**src/rtl/present_pkg.sv**
```systemverilog
// Shared widths, FSM encoding and the inverse bit-permutation index for the PRESENT-80 decryptor.
package present_pkg;
   localparam int ROUNDS  = 31;
   localparam int BLOCK_W = 64;
   localparam int KEY_W   = 80;
   localparam int NIB_W   = 4;
   localparam int CNT_W   = 5;

   typedef enum logic [2:0] {IDLE, EXPAND, DECRYPT, FINAL, DONE} fsm_t;

   // Destination of bit j under the inverse pLayer; the top bit never moves.
   function automatic int inv_p_idx(input int j);
      return (j == BLOCK_W - 1) ? j : (4 * j) % (BLOCK_W - 1);
   endfunction
endpackage

```
**src/rtl/inv_sbox.sv**
```systemverilog
// PRESENT inverse 4-bit S-box, used by the decrypt datapath and the inverse key update.
module inv_sbox
   import present_pkg::*;
(
   input  logic [NIB_W-1:0] din,
   output logic [NIB_W-1:0] dout
);
   always_comb begin
      case (din)
         4'h0: dout = 4'h5;
         4'h1: dout = 4'hE;
         4'h2: dout = 4'hF;
         4'h3: dout = 4'h8;
         4'h4: dout = 4'hC;
         4'h5: dout = 4'h1;
         4'h6: dout = 4'h2;
         4'h7: dout = 4'hD;
         4'h8: dout = 4'hB;
         4'h9: dout = 4'h4;
         4'hA: dout = 4'h6;
         4'hB: dout = 4'h3;
         4'hC: dout = 4'h0;
         4'hD: dout = 4'h7;
         4'hE: dout = 4'h9;
         default: dout = 4'hA;
      endcase
   end
endmodule

```
**src/rtl/sbox.sv**
```systemverilog
// PRESENT forward 4-bit S-box, used by the forward key schedule.
module sbox
   import present_pkg::*;
(
   input  logic [NIB_W-1:0] din,
   output logic [NIB_W-1:0] dout
);
   always_comb begin
      case (din)
         4'h0: dout = 4'hC;
         4'h1: dout = 4'h5;
         4'h2: dout = 4'h6;
         4'h3: dout = 4'hB;
         4'h4: dout = 4'h9;
         4'h5: dout = 4'h0;
         4'h6: dout = 4'hA;
         4'h7: dout = 4'hD;
         4'h8: dout = 4'h3;
         4'h9: dout = 4'hE;
         4'hA: dout = 4'hF;
         4'hB: dout = 4'h8;
         4'hC: dout = 4'h4;
         4'hD: dout = 4'h7;
         4'hE: dout = 4'h1;
         default: dout = 4'h2;
      endcase
   end
endmodule

```
**src/rtl/present_dec.sv**
```systemverilog
// Iterative PRESENT-80 decryptor: expands the key to K32, then unwinds 31 rounds one per cycle.
// Optional macro PRESENT_DEC_KEYCACHE_EN caches the last master key and its K32 to skip expansion.
module present_dec
   import present_pkg::*;
(
   input  logic                clk,
   input  logic                rst_n,
   input  logic                in_valid,
   output logic                in_ready,
   input  logic [BLOCK_W-1:0]  in_data,
   input  logic [KEY_W-1:0]    in_key,
   output logic                out_valid,
   input  logic                out_ready,
   output logic [BLOCK_W-1:0]  out_data
);
   localparam logic [CNT_W-1:0] CNT_LAST  = CNT_W'(ROUNDS);
   localparam logic [CNT_W-1:0] CNT_FIRST = CNT_W'(1);

   fsm_t               fsm;
   logic [BLOCK_W-1:0] state;
   logic [KEY_W-1:0]   key;
   logic [CNT_W-1:0]   cnt;

   logic [KEY_W-1:0]   key_rot, key_fwd, key_x, key_tmp, key_inv;
   logic [NIB_W-1:0]   fwd_nib, inv_nib;
   logic [BLOCK_W-1:0] ark, perm, dec_next;
   logic               cache_hit;

   assign in_ready = (fsm == IDLE);

   // Forward schedule step: rotl61, S-box on top nibble, counter into bits [19:15].
   assign key_rot = {key[18:0], key[79:19]};
   sbox u_sbox (.din(key_rot[79:76]), .dout(fwd_nib));
   assign key_fwd = {fwd_nib, key_rot[75:20], key_rot[19:15] ^ cnt, key_rot[14:0]};

   // Inverse schedule step: undo the counter, undo the S-box, then rotr61.
   assign key_x = {key[79:20], key[19:15] ^ cnt, key[14:0]};
   inv_sbox u_inv_key (.din(key_x[79:76]), .dout(inv_nib));
   assign key_tmp = {inv_nib, key_x[75:0]};
   assign key_inv = {key_tmp[60:0], key_tmp[79:61]};

   assign ark = state ^ key[79:16];

   for (genvar j = 0; j < BLOCK_W; j++) begin : g_invp
      assign perm[inv_p_idx(j)] = ark[j];
   end

   for (genvar n = 0; n < BLOCK_W / NIB_W; n++) begin : g_invs
      inv_sbox u_inv (.din(perm[NIB_W*n +: NIB_W]), .dout(dec_next[NIB_W*n +: NIB_W]));
   end

`ifdef PRESENT_DEC_KEYCACHE_EN
   logic [KEY_W-1:0] cache_key, cache_k32;
   logic             cache_vld;
   assign cache_hit = cache_vld && (in_key == cache_key);
`else
   assign cache_hit = 1'b0;
`endif

   always_ff @(posedge clk or negedge rst_n) begin
      if (!rst_n) begin
         fsm       <= IDLE;
         state     <= '0;
         key       <= '0;
         cnt       <= '0;
         out_valid <= 1'b0;
         out_data  <= '0;
`ifdef PRESENT_DEC_KEYCACHE_EN
         cache_key <= '0;
         cache_k32 <= '0;
         cache_vld <= 1'b0;
`endif
      end else begin
         case (fsm)
            IDLE: begin
               if (in_valid) begin
                  state <= in_data;
                  if (cache_hit) begin
                     key <= cache_k32_value();
                     cnt <= CNT_LAST;
                     fsm <= DECRYPT;
                  end else begin
                     key <= in_key;
                     cnt <= CNT_FIRST;
                     fsm <= EXPAND;
`ifdef PRESENT_DEC_KEYCACHE_EN
                     cache_key <= in_key;
                     cache_vld <= 1'b0;
`endif
                  end
               end
            end
            EXPAND: begin
               key <= key_fwd;
               if (cnt == CNT_LAST) begin
                  fsm <= DECRYPT;
`ifdef PRESENT_DEC_KEYCACHE_EN
                  cache_k32 <= key_fwd;
                  cache_vld <= 1'b1;
`endif
               end else begin
                  cnt <= cnt + CNT_FIRST;
               end
            end
            DECRYPT: begin
               state <= dec_next;
               key   <= key_inv;
               cnt   <= cnt - CNT_FIRST;
               if (cnt == CNT_FIRST) fsm <= FINAL;
            end
            FINAL: begin
               out_data  <= ark;
               out_valid <= 1'b1;
               fsm       <= DONE;
            end
            DONE: begin
               if (out_ready) begin
                  out_valid <= 1'b0;
                  fsm       <= IDLE;
               end
            end
            default: fsm <= IDLE;
         endcase
      end
   end

   // Cached K32 when the cache exists; otherwise the hit path is unreachable.
   function automatic logic [KEY_W-1:0] cache_k32_value();
`ifdef PRESENT_DEC_KEYCACHE_EN
      return cache_k32;
`else
      return key;
`endif
   endfunction
endmodule

```
**config.mk**
```make
export PLATFORM = sky130hd
export DESIGN_NAME = present_dec
export DESIGN_NICKNAME = d
export VERILOG_FILES = /design/src/rtl/present_pkg.sv /design/src/rtl/inv_sbox.sv /design/src/rtl/sbox.sv /design/src/rtl/present_dec.sv
export SDC_FILE = /design/constraint.sdc
export NUM_CORES = 1
export LEC_CHECK = 0
export ABC_AREA = 0
export CORE_UTILIZATION = 51
export CTS_CLUSTER_SIZE = 16
export DETAILED_ROUTE_END_ITERATION = 10
export GPL_ROUTABILITY_DRIVEN = 0
export GPL_TIMING_DRIVEN = 0
export MAX_ROUTING_LAYER = met4
export PLACE_DENSITY_LB_ADDON = 0.12
export SLEW_MARGIN = 10
export SYNTH_ARGS = -nofsm -noshare
export SYNTH_HDL_FRONTEND = slang
export SYNTH_HIERARCHICAL = 1
export SYNTH_SLANG_ARGS = --single-unit
export TNS_END_PERCENT = 30
```
**constraint.sdc**
```tcl
create_clock -name clk -period 2.19 [get_ports clk]
set_input_delay 0.438 -clock clk [delete_from_list [all_inputs] [get_ports clk]]
set_output_delay 0.438 -clock clk [all_outputs]
set_load 0.01 [all_outputs]
```
* Word-level counts from Yosys, hierarchy flattened *
Memories as Yosys holds them, arrays and structs flattened.
Index checks and enable logic that the tools add are counted.

operators by class
  muxes and demuxes = 14
  add/subtract/negate cells = 2
  reduce and logical (&&, ||, !) cells = 9
  eq/ne operators = 11
  bitwise operators = 3

operators by type and width
  operator                                             number
  one-hot mux 80 bit (3 select lines)                  1
  one-hot mux 64 bit (2 select lines)                  1
  two-way mux 80 bit                                   1
  two-way mux 64 bit                                   1
  XOR 64 bit                                           1
  one-hot mux 3 bit (5 select lines)                   1
  one-hot mux 5 bit (3 select lines)                   1
  two-way mux 3 bit                                    4
  two-way mux 5 bit                                    2
  inequality test 2 bit, second input constant         5
  XOR 5 bit                                            2
  equality test 3 x 2 -> 1 bit, second input constant  2
  AND reduction 2 bit                                  3
  adder 5 x 1 -> 5 bit, second input constant          1
  equality test 5 x 1 -> 1 bit, second input constant  1
  equality test 5 bit, second input constant           1
  subtractor 5 x 1 -> 5 bit, second input constant     1
  AND reduction 4 bit                                  1
  nonzero test 2 bit                                   2
  equality test 3 x 1 -> 1 bit, second input constant  1
  equality test 3 bit, second input constant           1
  logical NOT 3 bit                                    1
  AND reduction 3 bit                                  1
  nonzero test 3 bit                                   1
  other kinds (2)                                      2

storage, ports and cells
  bits in read-only memories = 1152
  memories kept = 18
  input bits = 148
  output and inout bits = 66
  register bits after elaboration = 217

memory list
  name              words  bits a word  rd ports  clocked after Yosys merged registers in  write ports  RTL line       text
  (no name shown)   16     4            1         0                                        0            inv_sbox.sv:9  case (din)
  (no name shown)   16     4            1         0                                        0            inv_sbox.sv:9
  (no name shown)   16     4            1         0                                        0            inv_sbox.sv:9
  (no name shown)   16     4            1         0                                        0            inv_sbox.sv:9
  (no name shown)   16     4            1         0                                        0            inv_sbox.sv:9
  (no name shown)   16     4            1         0                                        0            inv_sbox.sv:9
  12 more memories  -      -            -         -                                        -            -

* Longest topological paths before layout *
  depth after elaboration = 3
  gate-level depth with buffers = 8

* Hierarchy *
Netlist, hierarchy kept.

by module, submodules not included
  module                            instances  seq. area each (µm²)  area an instance (µm²)  cells an instance
  present_dec                       1          5430.2                11058.1                 1108
  inv_sbox at g_invs[10].u_inv ...  16         0.0                   216.5                   25
  inv_sbox at g_invs[0].u_inv       1          0.0                   212.7                   22
  sbox                              1          0.0                   185.2                   18

* Worst setup path before layout *
No wires, ideal clock.

  path type = reg2reg
  start point = register key[16]
  end point = register state[3]
  slack = 0.043 ns
  stages on the path, launching flop included = 8
  data arrival time = 2.021 ns
  library setup time = 0.126 ns
  clock period less this slack = 2.147 ns
  path through = dfrtp_1 -> xor2_1 -> inv_1 -> ha_1 -> inv_2 -> mux4_2 -> o22ai_1 -> o21ai_0

on the way
  word-level cells in the longest chain between the ends = 3

RTL lines
  what                                 RTL line            text
  start, declared                      present_dec.sv:21   logic [KEY_W-1:0] key;
  start signal, assigned               present_dec.sv:79   key <= cache_k32_value();
  start signal, assigned               present_dec.sv:83   key <= in_key;
  start signal, assigned               present_dec.sv:94   key <= key_fwd;
  XOR 64 bit                           present_dec.sv:42   assign ark = state ^ key[79:16];
  net ark[0]                           present_dec.sv:26   logic [BLOCK_W-1:0] ark, perm, dec_next;
  memory (16 x 4 bit)                  -
  net dec_next[3]                      present_dec.sv:26
  one-hot mux 64 bit (2 select lines)  present_dec.sv:74   case (fsm)
  end signal, assigned                 present_dec.sv:77   state <= in_data;
  end signal, assigned                 present_dec.sv:106  state <= dec_next;
  end, declared                        present_dec.sv:20   logic [BLOCK_W-1:0] state;

The timed path passes the listed nets, and every way through them passes these cells.
A chain may end at the register's enable or synchronous reset.

* Worst setup path after layout *
  start point = register key[27]
  end point = register state[47]

The elaborated chain is that of the path after synthesis.

==> results by group <==
Layout
  – Nets: 2,095
  – Cell Count, Final, Fillers Out: 2,240
  – Diode count: 0
  – Share of layout cells above drive strength 1: 0.215
  – Area growth from synthesis to layout: 32.1%

Placed design
  – Worst slack at placement: -0.636 ns
  – DP Wirelength: 38.8 mm
  – PortBufs: 212
  – Placed Cells: 2,146

Routing
  – Vias after detailed routing: 13,721
  – Initial DRT Pass Iterations: 6
  – Drc violations: 0
  – DR vias/cell: 6.13
  – Initial DRC count: 1,480
  – WL final: 52.3 mm
  – Final ANT Viol Nets: 0
  – WL/cell: 23.3 µm

Critical path
  – Worst Path Arrival: 2.60 ns
  – Critical Path RT: 2.59 ns
  – CP Max Fanout: 7
  – Worst R2R Setup Slack: -0.007 ns
  – Worst setup EP type: flop
  – Crit path launch type: flop
  – WS Path Type: reg2reg

Timing
  – Setup violators final: 2
  – Fin crit share: 1.00
  – Setup ws final: -0.00737 ns
  – Max-slew headroom: 0.460
  – Slew @ Worst Pin: 0.807 ns
  – Max Slew Vio Count: 0
  – Worst Skew: 0.0149 ns
  – Hold Violations, Final: 0
  – Final Critical Period: 2.20 ns
  – Setup total negative slack: -0.0119 ns
  – Fmax: 455 MHz
  – RSZ-0062 raised after global routing: true

CTS
  – CTS root buf: clkbuf_16
  – CTS H-tree lvls: 1
  – CTS Buffer Depth: 3
  – Clock sinks: 217
  – Clock Pin Slew Worst Setup and Hold Paths: 0.06 ns
  – CTS Buf Count: 26
  – Worst-skew pair later-pin latency: 0.54 ns
  – CTS tree: done

Global route
  – Vias in the first global route: 13,137
  – Initial antenna violation count: 0
  – Global route total overflow: 0
  – Pin count of the biggest net entering global routing: 95
  – First-pass GRT wire length: 78.6 mm
  – Global Route Usage Sum: 0.356

Logic synthesis
  – Post-synth top area share: 0.364
  – Post-Syn Area: 14,900 µm²
  – Post-Syn Instances: 1,548
  – Ranking of synthesized cells by area: dfrtp_1 (36%), ha_1 (9.3%), a21oi_1 (5.9%)
  – Net Count, Synth: 1,807
  – Unique cell type count in the Yosys netlist: 56
  – Register area share after synthesis: 0.364
  – #FFs+latches synth: 217
  – Avg Cell Area, Syn: 9.64 µm²
  – Total of warnings raised by yosys: 6
  – Post-synth EDFFs: 0
  – Main flop type after synthesis: dfrtp_1
  – Area leader, netlist: dfrtp_1
  – Post-synth ARST share: 1.00

Floorplanning
  – Die H: 173 µm
  – Die ar.: 29,900 µm²
  – Row count: 62
  – Io pins: 214
  – Die X: 173 µm
  – Core area: 28,700 µm²
  – Initial Util: 0.520

Worst hold path
  – HP Class: in2async

Power and ir drop
  – Pleak: 0.00890 µW
  – Power density cells: 1860 nW/µm²
  – Peak VDD IR: 0.000785 V

Flow run
  – Max_cap viols: 0

Outcome
  – Failing checks: negative setup slack
  – Status: finished, violations left
[flip-flops by register name, indices dropped and copies added, names as in the netlist]
name	count
cnt	5
state	64
out_data	64
out_valid	1
key	80
fsm	3
[kinds of logic after synthesis]
group	count (synthesis)	synth area share
multiplexers	103	0.117
XOR/XNOR	78	0.0463
flip-flops	217	0.364
AO/OA/AOI/OAI	530	0.215
buffers and inverters	264	0.0836
adder cells (fa/ha/maj)	111	0.0931
AND/OR/NAND/NOR	245	0.0813
[worst max-delay path, stage by stage, from the launching register on]
cell and delay, ns:
dfrtp_2 0.47, xor2_4 0.29, inv_1 0.16, ha_4 0.31, inv_1 0.06, mux4_2 0.46, o22ai_2 0.20, o21ai_0 0.11
[cell usage after synthesis, types with 3 or more instances]
master	n
mux4_2	36
o31ai_1	17
nand2b_1	6
nand2_1	114
nor3_1	18
inv_1	145
a32o_1	16
a21oi_1	176
or3_1	3
o21bai_1	3
mux2_4	49
a32oi_1	7
o21ai_1	32
mux2i_1	3
clkbuf_1	47
nor2b_1	3
and2b_2	16
nand3_1	5
o21ai_0	78
buf_1	7
buf_4	3
a22oi_1	62
a2bb2oi_1	10
buf_2	33
and3_1	13
xor2_1	76
mux2_2	15
dfrtp_1	217
o22ai_1	116
ha_1	111
nor2_1	24
buf_6	27
and2_1	33
[cell usage in the layout (no fill, tap or decap), types with 6 or more instances in the layout]
cell type,instances
ha_1,98
buf_2,32
nor3_1,18
a2bb2oi_1,10
clkbuf_1,45
ha_4,10
and3_1,13
nor2_1,22
clkbuf_16,27
and2b_2,16
mux2_4,49
xor2_4,32
o21ai_0,76
a32o_1,16
mux2_2,15
dfrtp_1,179
o22ai_1,108
clkdlybuf4s50_1,210
nand2b_1,6
inv_1,134
mux4_2,36
buf_1,7
dfrtp_2,38
a21oi_1,176
a22oi_1,61
inv_2,12
a32oi_1,7
o21ai_1,33
clkinv_2,8
o31ai_1,17
buf_6,28
buf_4,51
nand2_1,114
o22ai_2,8
xor2_1,43
and2_1,33
[area by class of cell]
cell class,count,area (µm²)
plain buffers,115,697
clock buffers,35,756
clock inverters,13,145
fillers,2197,8990
inverters,146,548
multi-input cells,1067,9050
flip-flops and latches,217,5480
well taps,384,480
repair buffers,263,2550
[routing by layer]
| metal | part of all wire | up-vias | global-route usage |
|---|---|---|---|
| met4 | 0.052 | 0 | 0.176 |
| met1 | 0.39 | 6685 | 0.469 |
| li1 | - | 6055 | - |
| met2 | 0.46 | 820 | 0.532 |
| met3 | 0.098 | 161 | 0.0620 |
| met5 | 0 | - | - |
[worst paths after layout]
check | cells after the start | end | startpoint
worst max-delay path | 7 | state[47]$_DFFE_PN0P_ | key[27]$_DFFE_PN0P_
worst min-delay path | 2 | out_data[29]$_DFFE_PN0P_ | rst_n
worst max register to register | 7 | state[47]$_DFFE_PN0P_ | key[27]$_DFFE_PN0P_
worst min register to register | 2 | state[41]$_DFFE_PN0P_ | state[41]$_DFFE_PN0P_
max in group asynchronous | 3 | key[46]$_DFFE_PN0P_ | rst_n
min in group clk | 2 | state[41]$_DFFE_PN0P_ | state[41]$_DFFE_PN0P_
[stage by stage]
step / utilization / total power (µW) / hold slack (ns) / area [µm²]
after detailed placement: 0.613 / 28500 / 0.329 / 17600
after global placement: 0.610 / 27700 / 0.480 / 17500
after floorplan: - / 22400 / 0.142 / 14900
final: 0.687 / 36600 / 0.357 / 19700
after CTS: 0.673 / 34800 / 0.360 / 19300
after global routing: 0.687 / 39000 / 0.383 / 19700
[repair_timing]
action | 4_1_cts | 5_1_grt
hold buffers | 1 | 0
setup buffers | 17 | 31
gates resized for setup | 110 | 41
hold endpoints to repair | 32 | 0
endpoints found under the setup margin | 76 | 55
pin swaps | 21 | 18
[where the power goes]
part / internal [µW] / leakage [µW] / switching, µW
sequential: 5800 / 0.00263 / 2760
clock: 2760 / 0.000446 / 1790
combinational: 11500 / 0.00583 / 12000
(Power assumes the default switching activity.)
